[src/rtl/fifo_merge_arbiter.sv]
// Merges two FIFO read ports into one registered output using round-robin
// arbitration, with saturating per-source grant counters.
module fifo_merge_arbiter #(
    parameter int DATA_WIDTH = 70,
    parameter int CNT_WIDTH  = 16
) (
    input  logic                  clk,
    input  logic                  rst,
    input  logic                  a_valid,
    input  logic [DATA_WIDTH-1:0] a_data,
    output logic                  a_pop,
    input  logic                  b_valid,
    input  logic [DATA_WIDTH-1:0] b_data,
    output logic                  b_pop,
    output logic                  out_valid,
    output logic [DATA_WIDTH-1:0] out_data,
    output logic                  out_src,
    input  logic                  out_ack,
    output logic [CNT_WIDTH-1:0]  a_grants,
    output logic [CNT_WIDTH-1:0]  b_grants
);

    logic last_src;
    logic load;
    logic grant_a;
    logic grant_b;

    function automatic logic [CNT_WIDTH-1:0] sat_inc(input logic [CNT_WIDTH-1:0] c);
        return (c == {CNT_WIDTH{1'b1}}) ? c : c + 1'b1;
    endfunction

    // Grant decision: the output register can accept a new entry when empty or
    // being consumed; on a tie the source not granted last time wins.
    always_comb begin
        load    = ~out_valid | out_ack;
        grant_a = 1'b0;
        grant_b = 1'b0;
        if (!rst && load) begin
            if (a_valid && (!b_valid || last_src))
                grant_a = 1'b1;
            else if (b_valid)
                grant_b = 1'b1;
        end
    end

    assign a_pop = grant_a;
    assign b_pop = grant_b;

    always_ff @(posedge clk) begin
        if (rst) begin
            out_valid <= 1'b0;
            last_src  <= 1'b1;
            a_grants  <= '0;
            b_grants  <= '0;
        end else if (grant_a) begin
            out_valid <= 1'b1;
            last_src  <= 1'b0;
            a_grants  <= sat_inc(a_grants);
        end else if (grant_b) begin
            out_valid <= 1'b1;
            last_src  <= 1'b1;
            b_grants  <= sat_inc(b_grants);
        end else if (out_ack) begin
            out_valid <= 1'b0;
        end
    end

    // Payload register is left unreset; it only matters while out_valid is set.
    always_ff @(posedge clk) begin
        if (grant_a || grant_b) begin
            out_data <= grant_b ? b_data : a_data;
            out_src  <= grant_b;
        end
    end

endmodule
[config.mk]
export PLATFORM = sky130hd
export DESIGN_NAME = fifo_merge_arbiter
export DESIGN_NICKNAME = d
export VERILOG_FILES = /design/src/rtl/fifo_merge_arbiter.sv
export SDC_FILE = /design/constraint.sdc
export NUM_CORES = 1
export LEC_CHECK = 0
export BUFFER_PORTS_ARGS = -buffer_cell sky130_fd_sc_hd__buf_4
export CORE_ASPECT_RATIO = 1.2
export CORE_MARGIN = 4
export CORE_UTILIZATION = 40
export DETAILED_ROUTE_END_ITERATION = 6
export GPL_ROUTABILITY_DRIVEN = 0
export PLACE_DENSITY = 0.73
export SLEW_MARGIN = 40
export SYNTH_ARGS = -nofsm -noshare
export SYNTH_HDL_FRONTEND = slang
export SYNTH_SLANG_ARGS = --single-unit
[constraint.sdc]
create_clock -name clk -period 7.3 [get_ports clk]
set_input_delay 0.73 -clock clk [delete_from_list [all_inputs] [get_ports clk]]
set_output_delay 0.73 -clock clk [all_outputs]
set_load 0.005 [all_outputs]
# Word level (Yosys, flattened, before mapping)
# Index checks and enable logic that the tools add are counted.
# W data, S select, Z words.
# op_classes
add_sub_neg,2
n_eq_ne,2
muxes,11
bitwise,5
n_reduce_logical,10
# op_table
op,n
$mux W70,1
$add A16 B1 Y16 const B,2
$eq A16 B16 Y1 const B,2
$mux W1,10
$not A1 Y1,4
$reduce_and A3 Y1,1
$reduce_bool A3 Y1,1
$logic_and A1 B1 Y1,2
$logic_not A1 Y1,2
$logic_or A1 B1 Y1,2
$reduce_and A2 Y1,1
$reduce_bool A2 Y1,1
$or A1 B1 Y1,1
# word_totals
register_bits,105
in_bits,145
out_inout_bits,106
wordCells,36

# Logic depth before layout (Yosys ltp)
# Gate-level depths: netlist (run 1).
# logic_depth
depth_word,7
ltp_mapped,7
mapped_depth_nobuf,5

# Least setup slack after synthesis (run 1)
# No wires, ideal clock.
# synth_path
path_kind,input-to-reg
startpoint,in rst
endpoint,"reg out_data[0], enable pin"
setup_time_ns,0.587
arrival_ns,6.124
t_required_ns,6.713
slack_ns,0.589
cell_stages,4
path_buffers,3
cell_sequence,buf_6 > clkbuf_1 > clkbuf_1 > nor3_1
# synth_via
elab_chain_cells,4
word_cells_on_any_way,5
classes_between,2 x mux; 3 x reduce/logical
# synth_lines
element,line_no,source
from (decl),8,"input logic rst,"
$logic_not A1 Y1 *,38,if (!rst && load) begin
$logic_and A1 B1 Y1 *,38,
$mux W1,38,
$logic_or A1 B1 Y1 *,70,if (grant_a || grant_b) begin
to (signal assigned),71,out_data <= grant_b ? b_data : a_data;
to (decl),16,"output logic [DATA_WIDTH-1:0] out_data,"
# Mark *: on every way between the ends. The rest lies on a longest branch, timed or not.
# A chain may end at the register's enable or synchronous reset.

# Final worst setup path (run 1)
# layout_path
startpoint,in rst
endpoint,out b_pop
# layout_via
elab_chain_cells,3
# layout_lines
element,line_no,source
$logic_not A1 Y1,38,
$logic_and A1 B1 Y1,38,
$mux W1,38,
to (decl),14,"output logic b_pop,"
# Every way passes these cells.

==> flow_summary.toml, run 1 <==
[final_layout]
final_cells = 912
filler_cells = 970
final_common_cell = "buf_4"
post_route_cells_drive_above_1_share_pct = 37.4
final_cell_mix = "buf_4, nand2_1, edfxtp_1"
insertedDiodeCount = 0
final_nets = 897
area_delta_synth_final_pct = 47.4
final_util_pct = 60.9

[synth]
synthesized_net_count = 656
synth_largest_type_area_fraction_pct = 44.2
synth_area_sq_mm = 0.00483
post_synth_inst_count = 509
avgSynthCellArea_sq_um = 9.48
yosys_cell_types = 40
warnings_synthesis = 0
post_synth_main_area_contributors = "edfxtp_1, nand2_1, dfxtp_1"
synth-seq-cells = 105
seq_area_frac_synth_pct = 58.3
cell_accounting_for_the_most_synthesized_area = "edfxtp_1"

[power]
leakage_nw = 3.20
worst_ir_drop_vdd_v = 0.000140
switchingPower_uw = 304
p_sw_share_pct = 23.3
cellPowerDensity_mw_per_mm2 = 184
clock_power_share_pct = 33.8
comb_power_share_pct = 13.9
p_int_mw = 1.00
seqPwrFrac_pct = 52.2

[route]
via_count_normalized_by_instance_count = 5.04
routed.top_layer = "met4"
dr.pass1.iters = 5
finalWirelength_um = 15700
drtIter0Drc = 297
met2_wirelength_um = 7780
antenna_violating_nets_remaining = 0
met3_wirelength_um = 1770
m1WireLength_um = 5810
number_of_vias_in_the_routed_layout = 4595
routed_wire_per_std_cell_um = 17.2
drc_errors_left = 0

[clock_tree]
cts.sink_count = 105
cts_tree = "built"
postCtsSetupRepairBufs = 0
htree_levels = 3
cts-root-to-sink-buffers = 2
number_of_instances_resized_during_post_cts_repair = 0
clock_latency_ns = 0.33
clk_pin_slew_ns = 0.07
cts-hold-fix-buffers = 0
clockRootBuffer = "clkbuf_16"
tritoncts.num_buffers = 9

[floorplan]
fp.dieArea_sq_mm = 0.0139
core_sq_mm = 0.0117
start_util_pct = 41.3
row_count = 43
chipWidth_um = 108
ios = 251
die_height_um = 128

[global_routing]
wire_length_of_the_first_global_routing_pass_um = 23300
first_global_vias = 4423
globalRouteOverflowTotal = 0
grt_use_total_pct = 21.7
grt_max_degree = 79
number_of_antenna_violations_at_the_first_check_in_global_routing = 0

[timing]
drv_slew = 0
fmax_mhz = 294
number_of_hold_slack_violations_in_the_final_timing_report = 0
tightestPinTransition_ns = 0.754
finalHoldWorstSlack_ns = 0.506
final.setup_skew_ns = 0.00675
fin_tns_setup_ns = 0
final-setup-viol-count = 0
min_period_over_period_pct = 46.6
max_slew_margin_pct = 49.4
grt_setup_unrepaired = "false"
finalCriticalPeriod_ns = 3.40

[critical_path]
critPathArrivalTime_ns = 2.67
worst-setup-path-type = "primary input to output port"
worstSetupStartpointType = "primary input"
cp.required_ns = 6.57
crit_path_end_kind = "output port"
crit_fanout = 78

[status]
run_status = "finished, final reports clean"

[place]
detailedPlacementHpwl_um = 11900
port_buffers = 250
place_inst = 896

[job]
drv_cap = 0

[worst_hold_path]
worst_hold_path_type = "register to register"
cell type report:
type,count,area [sq um],share of cell area (%)
Clock buffer,10,229,3.22
Clock inverter,6,43.8,0.616
Inverter,5,21.3,0.299
Multi-Input combinational cell,376,1900,26.8
Sequential cell,105,2810,39.5
Tap cell,157,196,2.76
Timing Repair Buffer,253,1910,26.8
stage by stage:
stage / instance area [sq um] / total power [mW] / worst slack (ns)
final: 7110 / 1.31 / 3.90
after global placement: 6820 / 0.875 / 3.43
after CTS: 7100 / 1.32 / 3.64
after detailed placement: 6830 / 0.880 / 3.63
after floorplan: 4830 / 0.759 / 0.589
after global routing: 7110 / 1.37 / 3.65
cell families after synthesis:
logic type	count (synthesis)	synth area share, %
flip-flops	105	58.3
AO/OA/AOI/OAI	35	5.37
adder cells (fa/ha/maj)	2	0.518
multiplexers	17	3.81
buffers and inverters	28	2.64
AND/OR/NAND/NOR	322	29.4
synth_stat cells:
cell and count:
dfxtp_1 34, nand2_1 231, a211oi_1 2, a21boi_0 1, or4b_4 1, o311ai_0 3
nand3_1 9, a41oi_1 3, nor4_1 18, buf_6 3, or4_1 3, ha_1 2
nand4b_1 1, o41ai_1 5, inv_1 4, and2_1 3, clkbuf_1 20, nand4_1 11
and4_1 5, mux2_2 9, o211ai_1 1, or3_1 3, o21ai_0 3, mux2i_1 6
inv_2 1, nor2b_1 12, nor4b_1 2, nor3_1 5, a211o_1 2, o311ai_1 2
mux2_1 2, and3_1 1, or2b_1 1, edfxtp_1 71, o31ai_1 5, nand3b_1 1
and2b_1 1, a21oi_1 7, nor2_1 14, a221o_1 1
final timing paths:
| kind | start | to | slack [ns] | cells after the start |
|---|---|---|---|---|
| worst min register to register | b_grants[15]$_SDFFE_PP0P_ | b_grants[15]$_SDFFE_PP0P_ | 0.51 | 2 |
| worst max-delay path | rst | b_pop | 3.90 | 6 |
| worst max register to register | out_valid$_SDFFE_PP0P_ | out_data[26]$_DFFE_PP_ | 5.10 | 6 |
| worst min-delay path | b_grants[15]$_SDFFE_PP0P_ | b_grants[15]$_SDFFE_PP0P_ | 0.51 | 2 |
worst max-delay path, stage by stage:
cell     delay (ns)
buf_4          0.33
inv_1          0.30
nand3_2        0.13
buf_6          0.45
inv_4          0.41
buf_4          0.27
flip-flops by register name (all words and copies together) (netlist names):
name       cells
a_grants      16
b_grants      16
last_src       1
out_data      70
out_src        1
out_valid      1
per-layer routing:
layer  GRT usage, %  vias up
li1               -     2264
met1           24.3     2122
met2           38.4      188
met3           8.63       21
met4           5.50        0
met5              0        -
power by group through the flow:
stage / registers, mW / clock network (mW) / logic, mW
2_1_floorplan: 0.701 / 0 / 0.0582
3_3_place_gp: 0.695 / 0 / 0.180
3_5_place_dp: 0.696 / 0 / 0.184
4_1_cts: 0.683 / 0.453 / 0.185
5_1_grt: 0.685 / 0.480 / 0.200
6_report: 0.683 / 0.442 / 0.182
(Power assumes the default switching activity.)
==> run 2, diff against run 1 <==
--- a/config.mk
+++ b/config.mk
@@ -5,13 +5,14 @@
 export SDC_FILE = /design/constraint.sdc
 export NUM_CORES = 1
 export LEC_CHECK = 0
+export ABC_AREA = 1
 export BUFFER_PORTS_ARGS = -buffer_cell sky130_fd_sc_hd__buf_4
 export CORE_ASPECT_RATIO = 1.2
 export CORE_MARGIN = 4
 export CORE_UTILIZATION = 40
 export DETAILED_ROUTE_END_ITERATION = 6
 export GPL_ROUTABILITY_DRIVEN = 0
-export PLACE_DENSITY = 0.73
+export PLACE_DENSITY = 0.75
 export SLEW_MARGIN = 40
 export SYNTH_ARGS = -nofsm -noshare
 export SYNTH_HDL_FRONTEND = slang
==> constraint.sdc (replaced) <==
create_clock -name clk -period 2.8 [get_ports clk]
set_input_delay 0.28 -clock clk [delete_from_list [all_inputs] [get_ports clk]]
set_output_delay 0.28 -clock clk [all_outputs]
set_load 0.005 [all_outputs]
==> run 2 against run 1 <==
Non-clock buffer count up 1. Synthesized area is 5.4% higher. Worst setup slack worse by 3.0 ns. Register-to-register slack got worse by 4.1 ns. Clock skew up 0.0022 ns. Die area rose by 5.0%. Clock power rose to 2.6 times the previous value. Critical endpoint unchanged. Critical path depth decreased by 2. Global-route usage fell by 1.5 points. Via count grew 4.8%. Sequential cell count is the same. Count of clock-buffer cells in the layout stayed put.
==> flow_summary.toml, run 2 <==
[status]
run_status = "finished, final reports clean"

[clock_tree]
tritoncts.num_buffers = 9
cts-hold-fix-buffers = 0
cts-root-to-sink-buffers = 2
clk_pin_slew_ns = 0.07
number_of_instances_resized_during_post_cts_repair = 0
cts_tree = "built"
postCtsSetupRepairBufs = 0
clockRootBuffer = "clkbuf_16"
cts.sink_count = 105
clock_latency_ns = 0.34
htree_levels = 3

[synth]
synthTopCellsByCount = "nand2_1, edfxtp_1, nor2_1, dfxtp_1, inv_1"
asyncSetResetFlopFracSynth_pct = 0
synth_largest_type_area_fraction_pct = 41.9
avgSynthCellArea_sq_um = 8.18
seq_area_frac_synth_pct = 55.3
post_synth_main_area_contributors = "edfxtp_1, nand2_1, dfxtp_1"
postSynth.topFlopCell = "edfxtp_1"
post_synth_inst_count = 622
cell_accounting_for_the_most_synthesized_area = "edfxtp_1"
yosys_cell_types = 30
synth_area_sq_mm = 0.00509
synth.most_common_cell = "nand2_1"
synth-seq-cells = 105
warnings_synthesis = 0
synthesized_net_count = 769
synth_enable_flop_cells = 71

[timing]
tightestPinTransition_ns = 0.743
number_of_hold_slack_violations_in_the_final_timing_report = 0
grt_setup_unrepaired = "false"
max_slew_margin_pct = 50.4
final.setup_skew_ns = 0.00893
finalCriticalPeriod_ns = 1.94
final-setup-viol-count = 0
fin_tns_setup_ns = 0
drv_slew = 0
fmax_mhz = 515
min_period_over_period_pct = 69.3

[critical_path]
slowest_stage = "inv_2"
crit_path_end_kind = "output port"
worstSetupStartpointType = "register"
r2r_end = "a_grants[0]$_SDFFE_PP0P_"
worstPathCellList = "a21oi_4 -> nand2_4 -> inv_2 -> buf_4"
worst-setup-path-type = "register to output port"
crit_fanout = 25
critPathArrivalTime_ns = 1.66
timing.critical_path.slowest_cell_delay_ns = 0.38
cp.required_ns = 2.52
r2r_cells = 9
r2r_slack_ns = 1.04
reg2reg_from = "a_grants[0]$_SDFFE_PP0P_"

[power]
switchingPower_uw = 852
clock_power_share_pct = 33.1
seqPwrFrac_pct = 51.3
p_sw_share_pct = 24.1
p_int_mw = 2.68
cellPowerDensity_mw_per_mm2 = 481
leakage_nw = 3.49
comb_power_share_pct = 15.6
worst_ir_drop_vdd_v = 0.000256

[route]
m1WireLength_um = 5830
dr.pass1.iters = 5
met3_wirelength_um = 1060
drtIter0Drc = 379
antenna_violating_nets_remaining = 0
via_count_normalized_by_instance_count = 4.67
routed.top_layer = "met4"
met2_wirelength_um = 7980
finalWirelength_um = 15000
number_of_vias_in_the_routed_layout = 4815
routed_wire_per_std_cell_um = 14.6
drc_errors_left = 0

[final_layout]
final_common_cell = "nand2_1"
largest_reg_flops = 70
area_delta_synth_final_pct = 44.4
final_cells = 1031
largest_regs = "out_data: 70 flops, a_grants: 16 flops, b_grants: 16 flops"
largest-register = "out_data"
final_nets = 1012
insertedDiodeCount = 0
post_route_cells_drive_above_1_share_pct = 33.9
final_cell_mix = "nand2_1, buf_4, edfxtp_1"

[floorplan]
die_height_um = 132
row_count = 44
core_sq_mm = 0.0123
ios = 251
fp.dieArea_sq_mm = 0.0146
start_util_pct = 41.4
chipWidth_um = 111

[worst_hold_path]
holdPathEnd = "out_data[57]$_DFFE_PP_"
hold-path-cell-count = 3
worstHoldStart = "b_data[57]"
worst_hold_path_type = "primary input to register"

[global_routing]
grt_use_total_pct = 20.2
globalRouteOverflowTotal = 0
first_global_vias = 4524
number_of_antenna_violations_at_the_first_check_in_global_routing = 0
grt_max_degree = 81
wire_length_of_the_first_global_routing_pass_um = 23900

[job]
drv_cap = 0

[place]
detailedPlacementHpwl_um = 11300
port_buffers = 250
place_inst = 1015
-- run 2: cell families (layout without fill, tap and decap cells) --
logic type | after synthesis | count (layout) | share of synthesized area (%)
AOI/OAI and AO/OA | 35 | 35 | 3.71
DFF | 105 | 105 | 55.3
adders and majority gates | 2 | 2 | 0.492
buffers and inverters | 57 | 305 | 5.68
and+or+nand+nor | 417 | 417 | 33.8
xor gates and xnor gates | 6 | 6 | 1.03
-- run 2: critical path, delay by kind of cell, from the launching register on --
kind,cells,cell delay [ns]
AO/OA/AOI/OAI,1,0.28
buffers and inverters,2,0.58
flip-flops,1,0.35
AND/OR/NAND/NOR,1,0.10
-- run 2: layer usage --
layer / up-vias / track usage, %
met4: 0 / 6.02
met1: 2169 / 23.6
li1: 2459 / -
met2: 172 / 36.7
met5: - / 0
met3: 15 / 4.46
-- run 2: worst max path at each step --
stage	slack, ns	depth (start not counted)	end	from
finish	0.86	4	b_pop	out_valid$_SDFFE_PP0P_
global route	0.76	4	b_pop	out_valid$_SDFFE_PP0P_
CTS	0.83	4	b_pop	out_valid$_SDFFE_PP0P_
detailed placement	0.88	8	b_grants[15]$_SDFFE_PP0P_	out_ack
global placement	0.92	8	b_grants[14]$_SDFFE_PP0P_	out_ack
floorplan	0.66	4	out_data[0]$_DFFE_PP_	out_valid$_SDFFE_PP0P_
-- run 2: layout make-up --
cell class | count | area [sq um]
flip-flops and latches | 105 | 2810
inverters | 35 | 133
repair buffers | 254 | 1940
well taps | 161 | 201
clock buffers | 10 | 229
clock inverters | 6 | 42.5
fillers | 1134 | 4930
multi-input cells | 460 | 1990
-- run 2: power by group through the flow --
stage	Sequential, mW	Combinational (mW)	Clock (mW)
after floorplan	1.86	0.198	0
after global placement	1.84	0.555	0
after detailed placement	1.85	0.560	0
after CTS	1.81	0.562	1.20
after global routing	1.82	0.606	1.26
final	1.81	0.551	1.17
-- run 2: metrics by stage --
stage	instance area, sq um	hold WS, ns	setup WS (ns)	util [%]	power [mW]
after floorplan	5090	0.349	0.663	-	2.05
after global placement	7070	0.480	0.925	57.6	2.40
after detailed placement	7070	0.502	0.879	57.6	2.41
after CTS	7340	0.188	0.834	59.8	3.57
after global routing	7350	0.195	0.763	59.9	3.69
final	7350	0.202	0.858	59.9	3.53
==> run 3, diff against run 2 <==
==> constraint.sdc (replaced) <==
create_clock -name clk -period 1.7 [get_ports clk]
set_input_delay 0.17 -clock clk [delete_from_list [all_inputs] [get_ports clk]]
set_output_delay 0.17 -clock clk [all_outputs]
set_load 0.005 [all_outputs]
==> run 3 against run 2 <==
Wire length increased by 4.9%. First-iteration DRC count fell by 36%. Sequential cell count unchanged. Highest routed layer unchanged. Worst hold slack got worse by 0.11 ns. Total power rose by 68%. Clock skew decreased by 0.0017 ns. Global-route usage increased by 0.85 points.
==> flow_summary.toml, run 3 (same netlist as run 2, synthesis figures left out) <==
[global_routing]
number_of_antenna_violations_at_the_first_check_in_global_routing = 0
grt_max_degree = 49
grt_use_total_pct = 21.0
globalRouteOverflowTotal = 0
wire_length_of_the_first_global_routing_pass_um = 24600
first_global_vias = 4570

[final_layout]
final_common_cell = "nand2_1"
area_delta_synth_final_pct = 49.0
largest-register = "out_data"
filler_cells = 1078
post_route_cells_drive_above_1_share_pct = 35.5
final_cells = 1051
largest_regs = "out_data: 70 flops, a_grants: 16 flops, b_grants: 16 flops"
largest_reg_flops = 70
insertedDiodeCount = 0
final_cell_mix = "nand2_1, buf_4, edfxtp_1"
final_nets = 1032

[clock_tree]
cts-root-to-sink-buffers = 2
htree_levels = 3
cts_tree = "built"
clock_latency_ns = 0.34
cts.sink_count = 105
clk_pin_slew_ns = 0.07
cts-hold-fix-buffers = 0
tritoncts.num_buffers = 9
clockRootBuffer = "clkbuf_16"

[timing]
drv_slew = 0
grt_setup_unrepaired = "false"
tightestPinTransition_ns = 0.346
max_slew_margin_pct = 76.9
final-setup-viol-count = 0
final.setup_skew_ns = 0.00724
fmax_mhz = 616
number_of_hold_slack_violations_in_the_final_timing_report = 0
min_period_over_period_pct = 95.4
fin_tns_setup_ns = 0
finalCriticalPeriod_ns = 1.62

[floorplan]
fp.dieArea_sq_mm = 0.0146
start_util_pct = 41.4
die_height_um = 132
chipWidth_um = 111
core_sq_mm = 0.0123
row_count = 44
ios = 251

[route]
drc_errors_left = 0
routed_wire_per_std_cell_um = 15.0
antenna_violating_nets_remaining = 0
finalWirelength_um = 15800
drtIter0Drc = 241
dr.pass1.iters = 7
via_count_normalized_by_instance_count = 4.69
number_of_vias_in_the_routed_layout = 4927

[worst_hold_path]
holdPathEnd = "out_data[51]$_DFFE_PP_"
hold-path-cell-count = 3
worst_hold_path_type = "primary input to register"
worstHoldStart = "b_data[51]"

[critical_path]
crit_fanout = 29
cp.required_ns = 1.53
r2r_end = "a_grants[1]$_SDFFE_PP0P_"
timing.critical_path.buf_inv = 3
worstSetupStartpointType = "register"
critPathArrivalTime_ns = 1.45
critical-path-top-delay-family = "buffers and inverters"
worstPathCellList = "a21oi_2 -> nand2_4 -> inv_4 -> buf_12 -> buf_4"
timing.critical_path.slowest_cell_delay_ns = 0.33
slowest_stage = "dfxtp_1"
r2r_slack_ns = 0.15
worst-setup-path-type = "register to output port"
crit_path_end_kind = "output port"
r2r_cells = 9
reg2reg_from = "a_grants[0]$_SDFFE_PP0P_"

[place]
detailedPlacementHpwl_um = 12200
port_buffers = 250
place_inst = 1033

[power]
cellPowerDensity_mw_per_mm2 = 783
worst_ir_drop_vdd_v = 0.000472
leakage_nw = 3.62

[job]
drv_cap = 0

[status]
run_status = "finished, final reports clean"
==> run 3: layer usage <==
| layer | wire length (um) | vias to the layer above | track usage, % |
|---|---|---|---|
| met5 | 0 | - | 0 |
| li1 | - | 2510 | - |
| met1 | 6210 | 2220 | 25.3 |
| met4 | 132 | 0 | 5.61 |
| met3 | 1190 | 8 | 5.70 |
| met2 | 8240 | 189 | 37.0 |
==> run 3: stage by stage <==
stage / utilization, % / hold slack, ns / setup slack [ns] / total power, mW / area (sq um)
after floorplan: - / 0.239 / 0.130 / 3.38 / 5100
after global placement: 59.3 / 0.433 / 0.122 / 4.01 / 7280
after detailed placement: 59.3 / 0.437 / 0.0640 / 4.03 / 7280
after CTS: 61.6 / 0.0775 / 0.000652 / 5.99 / 7570
after global routing: 61.8 / 0.0750 / 0.00746 / 6.20 / 7580
final: 61.8 / 0.0909 / 0.0774 / 5.94 / 7580
==> run 3: worst max-delay path by stage <==
stage	startpoint	end	slack, ns	cells after the start
detailed placement	b_grants[1]$_SDFFE_PP0P_	b_grants[5]$_SDFFE_PP0P_	0.06	9
global route	last_src$_SDFFE_PP1P_	b_pop	0.007	5
finish	last_src$_SDFFE_PP1P_	b_pop	0.08	5
global placement	b_grants[0]$_SDFFE_PP0P_	b_grants[0]$_SDFFE_PP0P_	0.12	9
CTS	out_valid$_SDFFE_PP0P_	b_pop	0.0007	5
floorplan	out_valid$_SDFFE_PP0P_	out_data[0]$_DFFE_PP_	0.13	4
==> run 3: worst reg2reg max path, cell delays in order (launching register included) <==
cell,delay (ns)
dfxtp_1,0.41
ha_1,0.21
nand3_2,0.11
inv_1,0.09
nand2_1,0.09
nor2_2,0.16
nor2_4,0.06
buf_4,0.16
o21ai_1,0.11
nor2_1,0.04
==> run 3: layout make-up <==
class	instances	area [sq um]	area share, %
repair buffers	273	2140	28.2
flip-flops and latches	105	2810	37.1
well taps	161	201	2.66
inverters	35	135	1.78
clock buffers	9	225	2.97
multi-input cells	461	2020	26.6
clock inverters	7	52.6	0.693
==> run 3: timing repair <==
action | CTS | global route
gates resized for setup | 1 | 2
pin swaps | 1 | 1
buffers inserted | 1 | 0
gates cloned | 0 | 1
setup endpoints to repair | 1 | 13
==> run 3: report_power, final <==
part           switching [mW]  internal, mW
clock                   0.965          1.01
combinational           0.451         0.534
sequential             0.0551          2.92
total                    1.47          4.47
